$ cat src/rtl/activation.sv
`default_nettype none
// ============================================================================
// Module   : activation
// Brief    : Logistic / clipped-linear activation with a train-mode FIFO of
//            stored activations and a derivative-weighted backward path.
//            Optional macro ACTIVATION_ROUND_EN selects round-half-up scaling.
// Revision : 1.0 - initial release
// ============================================================================
module activation #(
    parameter int ARG_WIDTH = 16,
    parameter int ARG_FRAC  = 8,
    parameter int ACT_WIDTH = 8,
    parameter int ERR_WIDTH = 16,
    parameter int DEPTH     = 4
) (
    input  logic                 clock,
    input  logic                 reset,
    input  logic                 train,
    input  logic                 argument_valid,
    output logic                 argument_ready,
    input  logic [ARG_WIDTH-1:0] argument_data,
    input  logic                 argument_mode,
    output logic                 activation_valid,
    input  logic                 activation_ready,
    output logic [ACT_WIDTH-1:0] activation_data,
    input  logic                 error_valid,
    output logic                 error_ready,
    input  logic [ERR_WIDTH-1:0] error_data,
    output logic                 propagate_valid,
    input  logic                 propagate_ready,
    output logic [ERR_WIDTH-1:0] propagate_data
);

`ifdef ACTIVATION_ROUND_EN
    localparam bit c_ROUND_EN = 1'b1;
`else
    localparam bit c_ROUND_EN = 1'b0;
`endif

    // y is carried with 5 extra fraction bits so |x|/32 is exact
    localparam int c_Y_FRAC = ARG_FRAC + 5;
    localparam int c_YW     = ARG_WIDTH + 7;
    localparam int c_SW     = c_YW + ACT_WIDTH;
    localparam int c_AAW    = 2 * ACT_WIDTH + 1;
    localparam int c_PW     = ERR_WIDTH + ACT_WIDTH + 2;
    localparam int c_PTR_W  = $clog2(DEPTH);
    localparam int c_CNT_W  = c_PTR_W + 1;

    localparam logic [c_YW-1:0]      c_ONE   = c_YW'(1) << c_Y_FRAC;
    localparam logic [c_YW-1:0]      c_HALF  = c_YW'(1) << (c_Y_FRAC - 1);
    localparam logic [c_YW-1:0]      c_K8    = c_YW'(5) << (ARG_FRAC + 2);
    localparam logic [c_YW-1:0]      c_K32   = c_YW'(27) << ARG_FRAC;
    localparam logic [c_YW-1:0]      c_T1    = c_YW'(1) << ARG_FRAC;
    localparam logic [c_YW-1:0]      c_T2375 = c_YW'(19) << (ARG_FRAC - 3);
    localparam logic [c_YW-1:0]      c_T5    = c_YW'(5) << ARG_FRAC;
    localparam logic [ACT_WIDTH:0]   c_M     = {1'b1, {ACT_WIDTH{1'b0}}};
    localparam logic [c_PW-1:0]      c_PBIAS = (c_PW'(c_ROUND_EN) << ACT_WIDTH) >> 1;
    localparam logic [ERR_WIDTH-1:0] c_ERR_MAX = {1'b0, {(ERR_WIDTH-1){1'b1}}};
    localparam logic [ERR_WIDTH-1:0] c_ERR_MIN = {1'b1, {(ERR_WIDTH-1){1'b0}}};

    logic                 r_act_valid;
    logic [ACT_WIDTH-1:0] r_act_data;
    logic                 r_prop_valid;
    logic [ERR_WIDTH-1:0] r_prop_data;
    logic [c_PTR_W-1:0]   r_wr_ptr;
    logic [c_PTR_W-1:0]   r_rd_ptr;
    logic [c_CNT_W-1:0]   r_count;
    logic [ACT_WIDTH:0]   r_mem [DEPTH];

    logic                 w_full;
    logic                 w_empty;
    logic                 w_arg_fire;
    logic                 w_err_fire;
    logic                 w_push;

    // ------------------------------------------------------------------
    // Forward path
    // ------------------------------------------------------------------
    logic                 w_neg;
    logic [ARG_WIDTH:0]   w_arg_ext;
    logic [ARG_WIDTH:0]   w_abs;
    logic [c_YW-1:0]      w_abs_y;
    logic [c_YW-1:0]      w_y_mag;
    logic [c_YW-1:0]      w_y_log;
    logic [c_YW-1:0]      w_y_clip;
    logic [c_YW-1:0]      w_y;
    logic [c_SW-1:0]      w_scaled;
    logic [ACT_WIDTH-1:0] w_act;

    assign w_neg     = argument_data[ARG_WIDTH-1];
    assign w_arg_ext = {w_neg, argument_data};
    assign w_abs     = w_neg ? -w_arg_ext : w_arg_ext;
    assign w_abs_y   = c_YW'(w_abs);

    // w_abs_y read in y units is already |x|/32
    always_comb begin
        w_y_mag = c_ONE;
        if (w_abs_y < c_T1) begin
            w_y_mag = (w_abs_y << 3) + c_HALF;
        end else if (w_abs_y < c_T2375) begin
            w_y_mag = (w_abs_y << 2) + c_K8;
        end else if (w_abs_y < c_T5) begin
            w_y_mag = w_abs_y + c_K32;
        end
    end

    assign w_y_log = w_neg ? (c_ONE - w_y_mag) : w_y_mag;

    always_comb begin
        w_y_clip = '0;
        if (!w_neg) begin
            w_y_clip = (w_abs_y >= c_T1) ? c_ONE : (w_abs_y << 5);
        end
    end

    assign w_y = argument_mode ? w_y_clip : w_y_log;

    generate
        if (c_Y_FRAC >= ACT_WIDTH) begin : g_scale_down
            localparam int c_SH = c_Y_FRAC - ACT_WIDTH;
            localparam logic [c_YW-1:0] c_BIAS = (c_YW'(c_ROUND_EN) << c_SH) >> 1;
            assign w_scaled = c_SW'((w_y + c_BIAS) >> c_SH);
        end else begin : g_scale_up
            assign w_scaled = c_SW'(w_y) << (ACT_WIDTH - c_Y_FRAC);
        end
    endgenerate

    assign w_act = (|w_scaled[c_SW-1:ACT_WIDTH]) ? '1 : w_scaled[ACT_WIDTH-1:0];

    // ------------------------------------------------------------------
    // Backward path
    // ------------------------------------------------------------------
    logic [ACT_WIDTH:0]          w_head;
    logic [ACT_WIDTH-1:0]        w_a;
    logic                        w_a_mode;
    logic [c_AAW-1:0]            w_aa;
    logic [ACT_WIDTH:0]          w_d_log;
    logic [ACT_WIDTH:0]          w_d_clip;
    logic [ACT_WIDTH:0]          w_d;
    logic [c_PW-1:0]             w_err_ext;
    logic [c_PW-1:0]             w_prod_u;
    logic signed [c_PW-1:0]      w_prod_r;
    logic signed [c_PW-1:0]      w_shifted;
    logic [c_PW-ERR_WIDTH:0]     w_hi;
    logic [ERR_WIDTH-1:0]        w_prop;

    assign w_head   = r_mem[r_rd_ptr];
    assign w_a      = w_head[ACT_WIDTH:1];
    assign w_a_mode = w_head[0];

    assign w_aa     = c_AAW'(w_a) * c_AAW'(c_M - {1'b0, w_a});
    assign w_d_log  = (ACT_WIDTH+1)'(w_aa >> ACT_WIDTH);
    assign w_d_clip = (w_a != '0 && w_a != '1) ? c_M : '0;
    assign w_d      = w_a_mode ? w_d_clip : w_d_log;

    // Low c_PW bits of the product are the same whether signed or not
    assign w_err_ext = {{(c_PW-ERR_WIDTH){error_data[ERR_WIDTH-1]}}, error_data};
    assign w_prod_u  = w_err_ext * c_PW'(w_d);
    assign w_prod_r  = $signed(w_prod_u + c_PBIAS);
    assign w_shifted = w_prod_r >>> ACT_WIDTH;
    assign w_hi      = w_shifted[c_PW-1:ERR_WIDTH-1];

    always_comb begin
        w_prop = w_shifted[ERR_WIDTH-1:0];
        if (!((&w_hi) || !(|w_hi))) begin
            w_prop = w_shifted[c_PW-1] ? c_ERR_MIN : c_ERR_MAX;
        end
    end

    // ------------------------------------------------------------------
    // Handshakes and state
    // ------------------------------------------------------------------
    assign w_full     = (r_count == c_CNT_W'(DEPTH));
    assign w_empty    = (r_count == '0);
    assign argument_ready = (!r_act_valid || activation_ready) && !(train && w_full);
    assign error_ready    = train && !w_empty && (!r_prop_valid || propagate_ready);
    assign w_arg_fire = argument_valid && argument_ready;
    assign w_err_fire = error_valid && error_ready;
    assign w_push     = w_arg_fire && train;

    always_ff @(posedge clock or negedge reset) begin
        if (!reset) begin
            r_act_valid  <= 1'b0;
            r_act_data   <= '0;
            r_prop_valid <= 1'b0;
            r_prop_data  <= '0;
            r_wr_ptr     <= '0;
            r_rd_ptr     <= '0;
            r_count      <= '0;
        end else begin
            if (w_arg_fire) begin
                r_act_valid <= 1'b1;
                r_act_data  <= w_act;
            end else if (activation_ready) begin
                r_act_valid <= 1'b0;
            end

            if (w_err_fire) begin
                r_prop_valid <= 1'b1;
                r_prop_data  <= w_prop;
            end else if (propagate_ready) begin
                r_prop_valid <= 1'b0;
            end

            if (!train) begin
                r_wr_ptr <= '0;
                r_rd_ptr <= '0;
                r_count  <= '0;
            end else begin
                if (w_push) begin
                    r_wr_ptr <= r_wr_ptr + c_PTR_W'(1);
                end
                if (w_err_fire) begin
                    r_rd_ptr <= r_rd_ptr + c_PTR_W'(1);
                end
                case ({w_push, w_err_fire})
                    2'b10:   r_count <= r_count + c_CNT_W'(1);
                    2'b01:   r_count <= r_count - c_CNT_W'(1);
                    default: r_count <= r_count;
                endcase
            end
        end
    end

    always_ff @(posedge clock) begin
        if (w_push) begin
            r_mem[r_wr_ptr] <= {w_act, argument_mode};
        end
    end

    assign activation_valid = r_act_valid;
    assign activation_data  = r_act_data;
    assign propagate_valid  = r_prop_valid;
    assign propagate_data   = r_prop_data;

endmodule
`default_nettype wire

$ cat config.mk
export PLATFORM = sky130hd
export DESIGN_NAME = activation
export DESIGN_NICKNAME = d
export VERILOG_FILES = /design/src/rtl/activation.sv
export SDC_FILE = /design/constraint.sdc
export NUM_CORES = 1
export LEC_CHECK = 0
export ABC_CLOCK_PERIOD_IN_PS = 13300
export CORE_MARGIN = 8
export CORE_UTILIZATION = 33
export CTS_CLUSTER_DIAMETER = 80
export DETAILED_ROUTE_END_ITERATION = 10
export PLACE_DENSITY = 0.54
export SLEW_MARGIN = 20
export SYNTH_ARGS = -nofsm -noshare
export SYNTH_HDL_FRONTEND = slang
export SYNTH_SLANG_ARGS = --single-unit
$ cat constraint.sdc
create_clock -name clock -period 13.3 [get_ports clock]
set_input_delay 2.66 -clock clock [delete_from_list [all_inputs] [get_ports clock]]
set_output_delay 2.66 -clock clock [all_outputs]
set_load 0.01 [all_outputs]
Word-level counts from Yosys, hierarchy flattened:

Memory sizes are Yosys's and may differ from the RTL's.
Index checks and enable logic that the tools add are counted.
W data, S select, Z words.

* bits of input ports: 40
* memories: 1
* output and inout bits: 28
* bits in writable memories: 36
* register bits after elaboration: 33
* ROM bits: 0
* word-level logic and storage cells: 79
* bits in latches: 0

Memories
* r_mem: depth 4, bits a word 9, read ports 1, clocked after memory_dff 0, wr ports 1, line 68 `logic [ACT_WIDTH:0] r_mem [DEPTH];`

* $add $sub $neg: 10
* multipliers: 2
* order comparisons: 4
* divide/modulo/power cells: 0
* reductions and logical operators: 23
* shifts and indexed selects: 0
* bitwise gates (word level): 0
* eq/ne operators: 7
* mux-type cells: 25

Operators by type and width (number)
* $mux W23: 4
* $mux W22: 2
* $mux W16: 2
* $mul A16 B10 Y26: 1
* $sub A14 B23 Y23 const A: 1
* $add A20 B13 Y21 const B: 1
* $add A19 B13 Y20 const B: 1
* $add A17 B13 Y18 const B: 1
* $mux W18: 1
* $mux W9: 2
* $ge A17 B9 Y1 const B: 1
* $lt A17 B10 Y1 const B: 1
* $lt A17 B11 Y1 const B: 1
* $lt A17 B9 Y1 const B: 1
* $mul A9 B10 Y17: 1
* $mux W17: 1
* $neg A17 Y17: 1
* $reduce_or A10 Y1: 1
* $sub A9 B8 Y10 const A: 1
* $logic_and A1 B1 Y1: 8
* $mux W2: 4
* $mux W8: 1
* $ne A8 B8 Y1 const B: 1
* $reduce_bool A8 Y1: 1
* other kinds (17): 31

Logic depth before layout (Yosys ltp):

Gate-level depths: netlist (run 1).

* depth after elaboration: 11
* mapped depth: 50
* depth with buffers taken out: 45

Least setup slack after synthesis (run 1):

No wires, ideal clock.

* path kind: reg2reg
* start point: register r_rd_ptr[0]
* end point: register r_prop_data[5], in the netlist propagate_data[5]
* setup slack: 703 ps
* library setup time: 67 ps
* stages on the path, launching flop included: 50
* data arrival time: 12531 ps
* path through: dfrtp_1 buf_2 clkbuf_1 mux4_2 clkbuf_1 inv_1 ha_1 nand2b_1 nor3_1 ha_1 nand2b_1 fa_1 inv_1 fa_1 inv_1 fa_1 fa_1 inv_1 (+14 left out) fa_1 inv_1 fa_1 fa_1 inv_1 fa_1 inv_1 ha_1 and3_1 a211oi_1 nand2_1 o211ai_1 o31ai_1 a221oi_1 xnor2_1 a211oi_1 clkbuf_1 a221o_1

* longest elaborated chain between the ends: 10

Ends and longest elaborated chain
* start: declaration: line 66 `logic [c_PTR_W-1:0] r_rd_ptr;`
* start signal: assignment: line 214 `r_rd_ptr <= r_rd_ptr + c_PTR_W'(1);`
* $mem_v2 Z4 W9 (*)
* branches (longest 3 deep; another with $mul A9 B10 Y17)
* $mux W9 (*): line 154 `assign w_d = w_a_mode ? w_d_clip : w_d_log;`
* $mul A16 B10 Y26 (*): line 158 `assign w_prod_u = w_err_ext * c_PW'(w_d);`
* $reduce_or A3 Y1: line 165 `if (!((&w_hi) || !(|w_hi))) begin`
* $logic_not A1 Y1: line 165
* $logic_or A1 B1 Y1: line 165
* $mux W16 (*): line 165
* end signal: assignment: line 200 `r_prop_data <= w_prop;`
* end: declaration: line 64 `logic [ERR_WIDTH-1:0] r_prop_data;`

Mark *: on every way between the ends.
A chain may end at the register's enable or synchronous reset.

Worst setup path after layout (run 1):

* start point: register r_rd_ptr[0]
* end point: register r_prop_data[0], in the netlist propagate_data[0]

The elaborated chain is that of the path after synthesis.

==> impl_metrics.csv, run 1 <==
group,metric,value,unit
global_routing,grt_pass1_wl,49.9,mm
worst_setup_path,r2r_setup_slack,750,ps
clock_tree,tritoncts,"yes",
clock_tree,clkSinkCount,69,
floorplan,die_x,207,um
worst_setup_path,critPathMaxStageDelay,720,ps
worst_setup_path,crit_top_cell,"fa_1",
clock_tree,clk_latency,330,ps
detailed_routing,drc,0,
floorplan,die-area,42800,um^2
yosys,synth_warnings,0,
yosys,ys_seq_elements,69,
run,maxCapViolCount,0,
detailed_routing,vias_per_cell,5.02,
yosys,synthCells,1286,
finish,layout-area-overhead-vs-synth,13.0,%
floorplan,fp.dieH,207,um
worst_setup_path,rr_worst_depth,43,
timing,slew_headroom,27.7,%
timing,grt_setup_unrepaired,"false",
clock_tree,clockBufferDepth,2,
worst_setup_path,crit_fanout,15,
global_routing,grt_max_degree,34,
clock_tree,cts_buffers,9,
yosys,ys_seq_area_share,15.9,%
yosys,yosysUniqueCellTypes,88,
clock_tree,path_clk_slew,60,ps
timing,fmaxAchievable,0.0797,GHz
finish,n_antenna_cell,0,
detailed_routing,final_antenna_net_count,0,
worst_setup_path,end_kind,"register",
detailed_routing,vias,9080,
yosys,synth_edf_count,36,
yosys,netlist_area,12000,um^2
place,gp_congestion,0.849,
timing,min_period,12550,ps
global_routing,grt_util_all_layers,14.4,%
detailed_routing,drt_iter0_drc,522,
worst_setup_path,critPathLaunchType,"register",
global_routing,antenna_found_initial,1,
worst_setup_path,worst-endpoint-required,13510,ps
finish,drive_gt1_share,6.72,%
worst_setup_path,critPathKind,"reg2reg",
detailed_routing,firstDrtPassIters,5,
timing,slew_violations,0,
worst_hold_path,hold_start,"propagate_data[15]",
status,status,"complete, no violations",
place,io_buffer_count,67,
detailed_routing,routed_wl,29.3,mm
worst_setup_path,critPathSlowestCell,"nor2_1",
worst_setup_path,critical_path_arrival,12750,ps
finish,nets,1652,
floorplan,io_pins,68,
floorplan,rows,70,
yosys,synthArstFlopShare,47.8,%
yosys,synthFlopType,"edfxtp_1",
worst_hold_path,holdPathEnd,"propagate_data[15]",
yosys,syn_area_per_cell,9.35,um^2
worst_setup_path,worstReg2RegEnd,"propagate_data[0]",
place,place_hpwl,23.8,mm
timing,finalCritPeriodShare,94.3,%
worst_setup_path,r2r-start,"r_rd_ptr[0]",
timing,hold_viol,0,
place,dpl_cell_area,13200,um^2
timing,finalClockSkew,8.32,ps
finish,fin_area,13600,um^2
global_routing,grt_pass1_vias,9332,
worst_hold_path,worstHoldPathType,"reg2reg",
clock_tree,h-tree-depth,3,
clock_tree,clock-root-buffer,"clkbuf_16",
global_routing,grt_overflow,0,
worst_hold_path,hold_depth,1,
floorplan,core,36300,um^2
floorplan,initial_core_util,33.2,%
detailed_routing,wl_per_cell,16.2,um
timing,finalSetupTns,0,ps
timing,worst_pin_slew,1060,ps
timing,setup_viol,0,
==> worst max path at each step <==
stage	end	slack, ps	from	cells past startpoint
floorplan	propagate_data[5]	700	r_rd_ptr[0]	49
global placement	propagate_data[0]	90	r_rd_ptr[0]	45
detailed placement	propagate_data[0]	-9	r_rd_ptr[0]	44
CTS	propagate_data[0]	100	r_rd_ptr[0]	43
global route	propagate_data[0]	20	r_rd_ptr[0]	43
finish	propagate_data[0]	750	r_rd_ptr[0]	43
==> flip-flops by register name, indices dropped and copies added (netlist names) <==
name and count:
activation_valid 1, activation_data 8, r_rd_ptr 2, r_mem 36, propagate_valid 1, r_count 3, propagate_data 16, r_wr_ptr 2
==> cell usage after synthesis (12+ instances only) <==
cell | n | area (um^2)
a21oi_1 | 22 | 110
a221o_1 | 16 | 160
a31oi_1 | 12 | 75.1
and2_1 | 62 | 388
clkbuf_1 | 33 | 124
dfrtp_1 | 33 | 826
edfxtp_1 | 36 | 1080
fa_1 | 164 | 3280
ha_1 | 113 | 1410
inv_1 | 230 | 863
nand2_1 | 112 | 420
nand2b_1 | 34 | 213
nand3_1 | 14 | 70.1
nor2_1 | 62 | 233
nor2b_1 | 32 | 200
nor3_1 | 15 | 75.1
nor3b_1 | 17 | 128
o21ai_0 | 17 | 85.1
or3_1 | 12 | 75.1
xnor2_1 | 34 | 298
xor2_1 | 18 | 158
==> logic make-up after synthesis <==
| group | Yosys count | synth area share (%) |
|---|---|---|
| and+or+nand+nor | 410 | 18.3 |
| buffers and inverters | 283 | 9.23 |
| adders and majority gates | 277 | 39.1 |
| AOI/OAI and AO/OA | 174 | 11.4 |
| DFF | 69 | 15.9 |
| xor gates and xnor gates | 52 | 3.79 |
| muxes | 19 | 2.26 |
| other | 2 | 0.0625 |
==> worst max-delay path: cells and delay by family (launching register included) <==
| kind | cells | cell delay (ps) |
|---|---|---|
| flops | 1 | 550 |
| xor+xnor | 2 | 450 |
| fa+ha+maj | 13 | 5580 |
| buf+inv | 8 | 820 |
| mux | 1 | 670 |
| simple gates | 8 | 1930 |
| compound gates | 11 | 2360 |
==> layout by cell type, fill, tap and decap left out, types with 8 or more instances in the layout <==
cell             Yosys  final
xnor2_1             34     33
a21o_1              10     10
inv_1              230    230
a221o_1             16     16
a21oi_1             22     20
ha_1               113    113
nand3_1             14     14
and3_1              11     11
o21ai_0             17     15
nand2_1            112    112
edfxtp_1            36     36
nor3b_1             17     17
a31oi_1             12     12
and2_1              62     62
dfrtp_1             33     31
clkdlybuf4s50_1      0     66
nand2b_1            34     34
nor2_1              62     61
fa_1               164    164
clkbuf_16            0      9
nor2b_1             32     32
xor2_1              18     18
o211ai_1             8      8
mux2i_1              8      8
or3_1               12     12
buf_4                1     19
nor3_1              15     15
==> area by class of cell <==
class | instances | area (um^2)
clock inverters | 7 | 96.3
clock buffers | 9 | 225
inverters | 230 | 863
well taps | 468 | 586
fillers | 3765 | 22700
repair buffers | 87 | 828
flip-flops and latches | 69 | 1910
multi-input cells | 938 | 9080
==> routing by layer <==
metal  part of all wire (%)  wire length (um)  global-route usage (%)  vias up
met2                     48             14200                    24.0      150
li1                       -                 -                       -     4336
met3                    3.2               947                    1.53       23
met5                      0                 0                       0        -
met1                     47             13700                    20.0     4571
met4                    1.5               442                    3.19        0
==> timing repair <==
action / 4_1_cts / 5_1_grt
pin swaps: 0 / 3
buffers inserted: 0 / 3
gates cloned: 0 / 0
gates resized for setup: 1 / 12
setup endpoints to repair: 14 / 16
hold buffers: 0 / 0
==> through the flow <==
step                cells  utilization (%)  hold WS (ps)  setup slack (ps)
floorplan            1290                -           533               703
global placement     1789             36.4           505              86.3
detailed placement   1789             36.4           501             -9.40
CTS                  1805             37.3           512               102
global route         1808             37.5           538              24.8
finish               1808             37.5           506               755
Power of run 1 is not shown: default switching activity piles up to over one toggle a cycle in this logic, so the estimate is an artifact.
==> inputs of run 2 (changes only) <==
--- a/config.mk
+++ b/config.mk
@@ -6,11 +6,13 @@
 export NUM_CORES = 1
 export LEC_CHECK = 0
 export ABC_CLOCK_PERIOD_IN_PS = 13300
+export CAP_MARGIN = 10
 export CORE_MARGIN = 8
 export CORE_UTILIZATION = 33
 export CTS_CLUSTER_DIAMETER = 80
 export DETAILED_ROUTE_END_ITERATION = 10
 export PLACE_DENSITY = 0.54
+export SETUP_SLACK_MARGIN = 0.1
 export SLEW_MARGIN = 20
 export SYNTH_ARGS = -nofsm -noshare
 export SYNTH_HDL_FRONTEND = slang
==> run 2 against run 1 <==
Worst hold slack is essentially flat. Critical path type unchanged. Die area is the same. Global-route usage is the same. Critical endpoint unchanged. Register-to-register slack gained 120 ps.
==> impl_metrics.csv, run 2 (synthesis gave the netlist of run 1 again) <==
group,metric,value,unit
worst_hold_path,worstHoldPathType,"reg2reg",
global_routing,grt_util_all_layers,14.4,%
finish,nFillCells,3761,
worst_setup_path,end_kind,"register",
global_routing,antenna_found_initial,1,
clock_tree,clockBufferDepth,2,
floorplan,core,36300,um^2
detailed_routing,drc,0,
finish,fin_area,13600,um^2
timing,whs,505,ps
floorplan,fp.dieH,207,um
timing,hold_viol,0,
worst_hold_path,hold_depth,1,
finish,layout.area.seq,1910,um^2
place,dpl_cell_area,13200,um^2
worst_setup_path,critical_path_arrival,12630,ps
clock_tree,cts_buffers,9,
worst_setup_path,r2r-start,"r_rd_ptr[0]",
clock_tree,clock-root-buffer,"clkbuf_16",
finish,drive_gt1_share,6.93,%
floorplan,rows,70,
clock_tree,path_clk_slew,60,ps
detailed_routing,vias_per_cell,5.03,
worst_hold_path,holdPathEnd,"propagate_data[15]",
clock_tree,clkSinkCount,69,
detailed_routing,drt_iter0_drc,498,
timing,grt_setup_unrepaired,"false",
floorplan,initial_core_util,33.2,%
finish,largest_reg_flops,36,
finish,final_common_cell,"inv_1",
place,place_hpwl,23.8,mm
finish,multi_input_area,9090,um^2
worst_setup_path,critPathLaunchType,"register",
detailed_routing,wl_per_cell,16.2,um
floorplan,io_pins,68,
place,io_buffer_count,67,
timing,slew_violations,0,
worst_setup_path,critPathMaxStageDelay,610,ps
detailed_routing,final_antenna_net_count,0,
timing,finalCritPeriodShare,93.4,%
worst_setup_path,critPathSlowestCell,"mux4_2",
worst_setup_path,crit_top_cell,"fa_1",
detailed_routing,routed_wl,29.3,mm
worst_hold_path,hold_start,"propagate_data[15]",
global_routing,grt_max_degree,34,
detailed_routing,vias,9107,
worst_setup_path,r2r_setup_slack,880,ps
finish,layout-area-overhead-vs-synth,13.2,%
global_routing,grt_overflow,0,
run,maxCapViolCount,0,
timing,fmaxAchievable,0.0805,GHz
worst_setup_path,critPathKind,"reg2reg",
place,gp_congestion,0.849,
timing,min_period,12420,ps
floorplan,die_x,207,um
timing,finalClockSkew,8.37,ps
timing,worst_pin_slew,1030,ps
worst_setup_path,worst-endpoint-required,13510,ps
finish,utilization,37.5,%
timing,setup_viol,0,
finish,layout_common_cells,"230 x inv_1, 164 x fa_1, 113 x ha_1",
status,status,"complete, no violations",
worst_setup_path,worstReg2RegEnd,"propagate_data[0]",
clock_tree,tritoncts,"yes",
global_routing,grt_pass1_wl,49.9,mm
clock_tree,h-tree-depth,3,
worst_setup_path,crit_fanout,15,
floorplan,die-area,42800,um^2
finish,n_antenna_cell,0,
detailed_routing,firstDrtPassIters,5,
finish,nets,1654,
timing,slew_headroom,29.8,%
global_routing,grt_pass1_vias,9332,
worst_setup_path,rr_worst_depth,46,
clock_tree,clk_latency,330,ps
finish,largest_register,"r_mem",
[run 2: cell count changes in the layout (fill, tap and decap cells not counted)]
cell / previous run / this run
buf_4: 19 / 21
nor2_1: 61 / 60
nor2_2: 0 / 1
[run 2: how the worst max path moves through the flow]
| stage | start | end | slack [ps] | cells after the start |
|---|---|---|---|---|
| final | r_rd_ptr[0] | propagate_data[0] | 880 | 46 |
| after global routing | r_rd_ptr[0] | propagate_data[12] | 160 | 45 |
| after CTS | r_rd_ptr[0] | propagate_data[0] | 100 | 43 |
| after detailed placement | r_rd_ptr[0] | propagate_data[0] | -9 | 44 |
| after global placement | r_rd_ptr[0] | propagate_data[0] | 90 | 45 |
| after floorplan | r_rd_ptr[0] | propagate_data[5] | 700 | 49 |
[run 2: cell type report]
| cell class | count | share of cell area, % |
|---|---|---|
| multi-input combinational | 938 | 66.8 |
| sequential | 69 | 14.0 |
| inverter | 230 | 6.34 |
| timing repair buffer | 89 | 6.20 |
| tap | 468 | 4.30 |
| clock buffer | 9 | 1.65 |
| clock inverter | 7 | 0.708 |
[run 2: timing repair]
item,4_1_cts,5_1_grt
buffers inserted,0,5
pin swaps,0,3
gates cloned,0,0
hold buffers,0,0
gates resized for setup,1,13
setup endpoints to repair,15,16
[run 2: critical path, delay by kind of cell (launching register included)]
kind                       cells  cell delay [ps]
AOI/OAI and AO/OA             12             2730
adders and majority gates     13             5630
DFF                            1              550
xor gates and xnor gates       2              520
buffers and inverters         10              890
and+or+nand+nor                8             1340
muxes                          1              610
[run 2: per-layer routing]
layer	track usage [%]	vias up	part of all wire [%]
li1	-	4339	-
met5	0	-	0
met4	3.19	0	1.5
met1	20.0	4583	47
met2	24.0	162	49
met3	1.53	23	3.2
[run 2: through the flow]
stage | instances | worst slack (ps) | TNS [ps]
finish | 1810 | 875 | 0
global route | 1810 | 165 | 0
CTS | 1805 | 102 | 0
detailed placement | 1789 | -9.40 | -9.40
global placement | 1789 | 86.3 | 0
floorplan | 1290 | 703 | 0
Power of run 2 is left out for the same reason.
==> inputs of run 3 (changes only) <==
==> constraint.sdc (replaced) <==
create_clock -name clock -period 13.3 [get_ports clock]
set_input_delay 3.99 -clock clock [delete_from_list [all_inputs] [get_ports clock]]
set_output_delay 3.99 -clock clock [all_outputs]
set_load 0.01 [all_outputs]
==> results of run 3 <==
The final DEF is identical to that of run 2. Status: complete, no violations.
Power of run 3 is left out for the same reason.
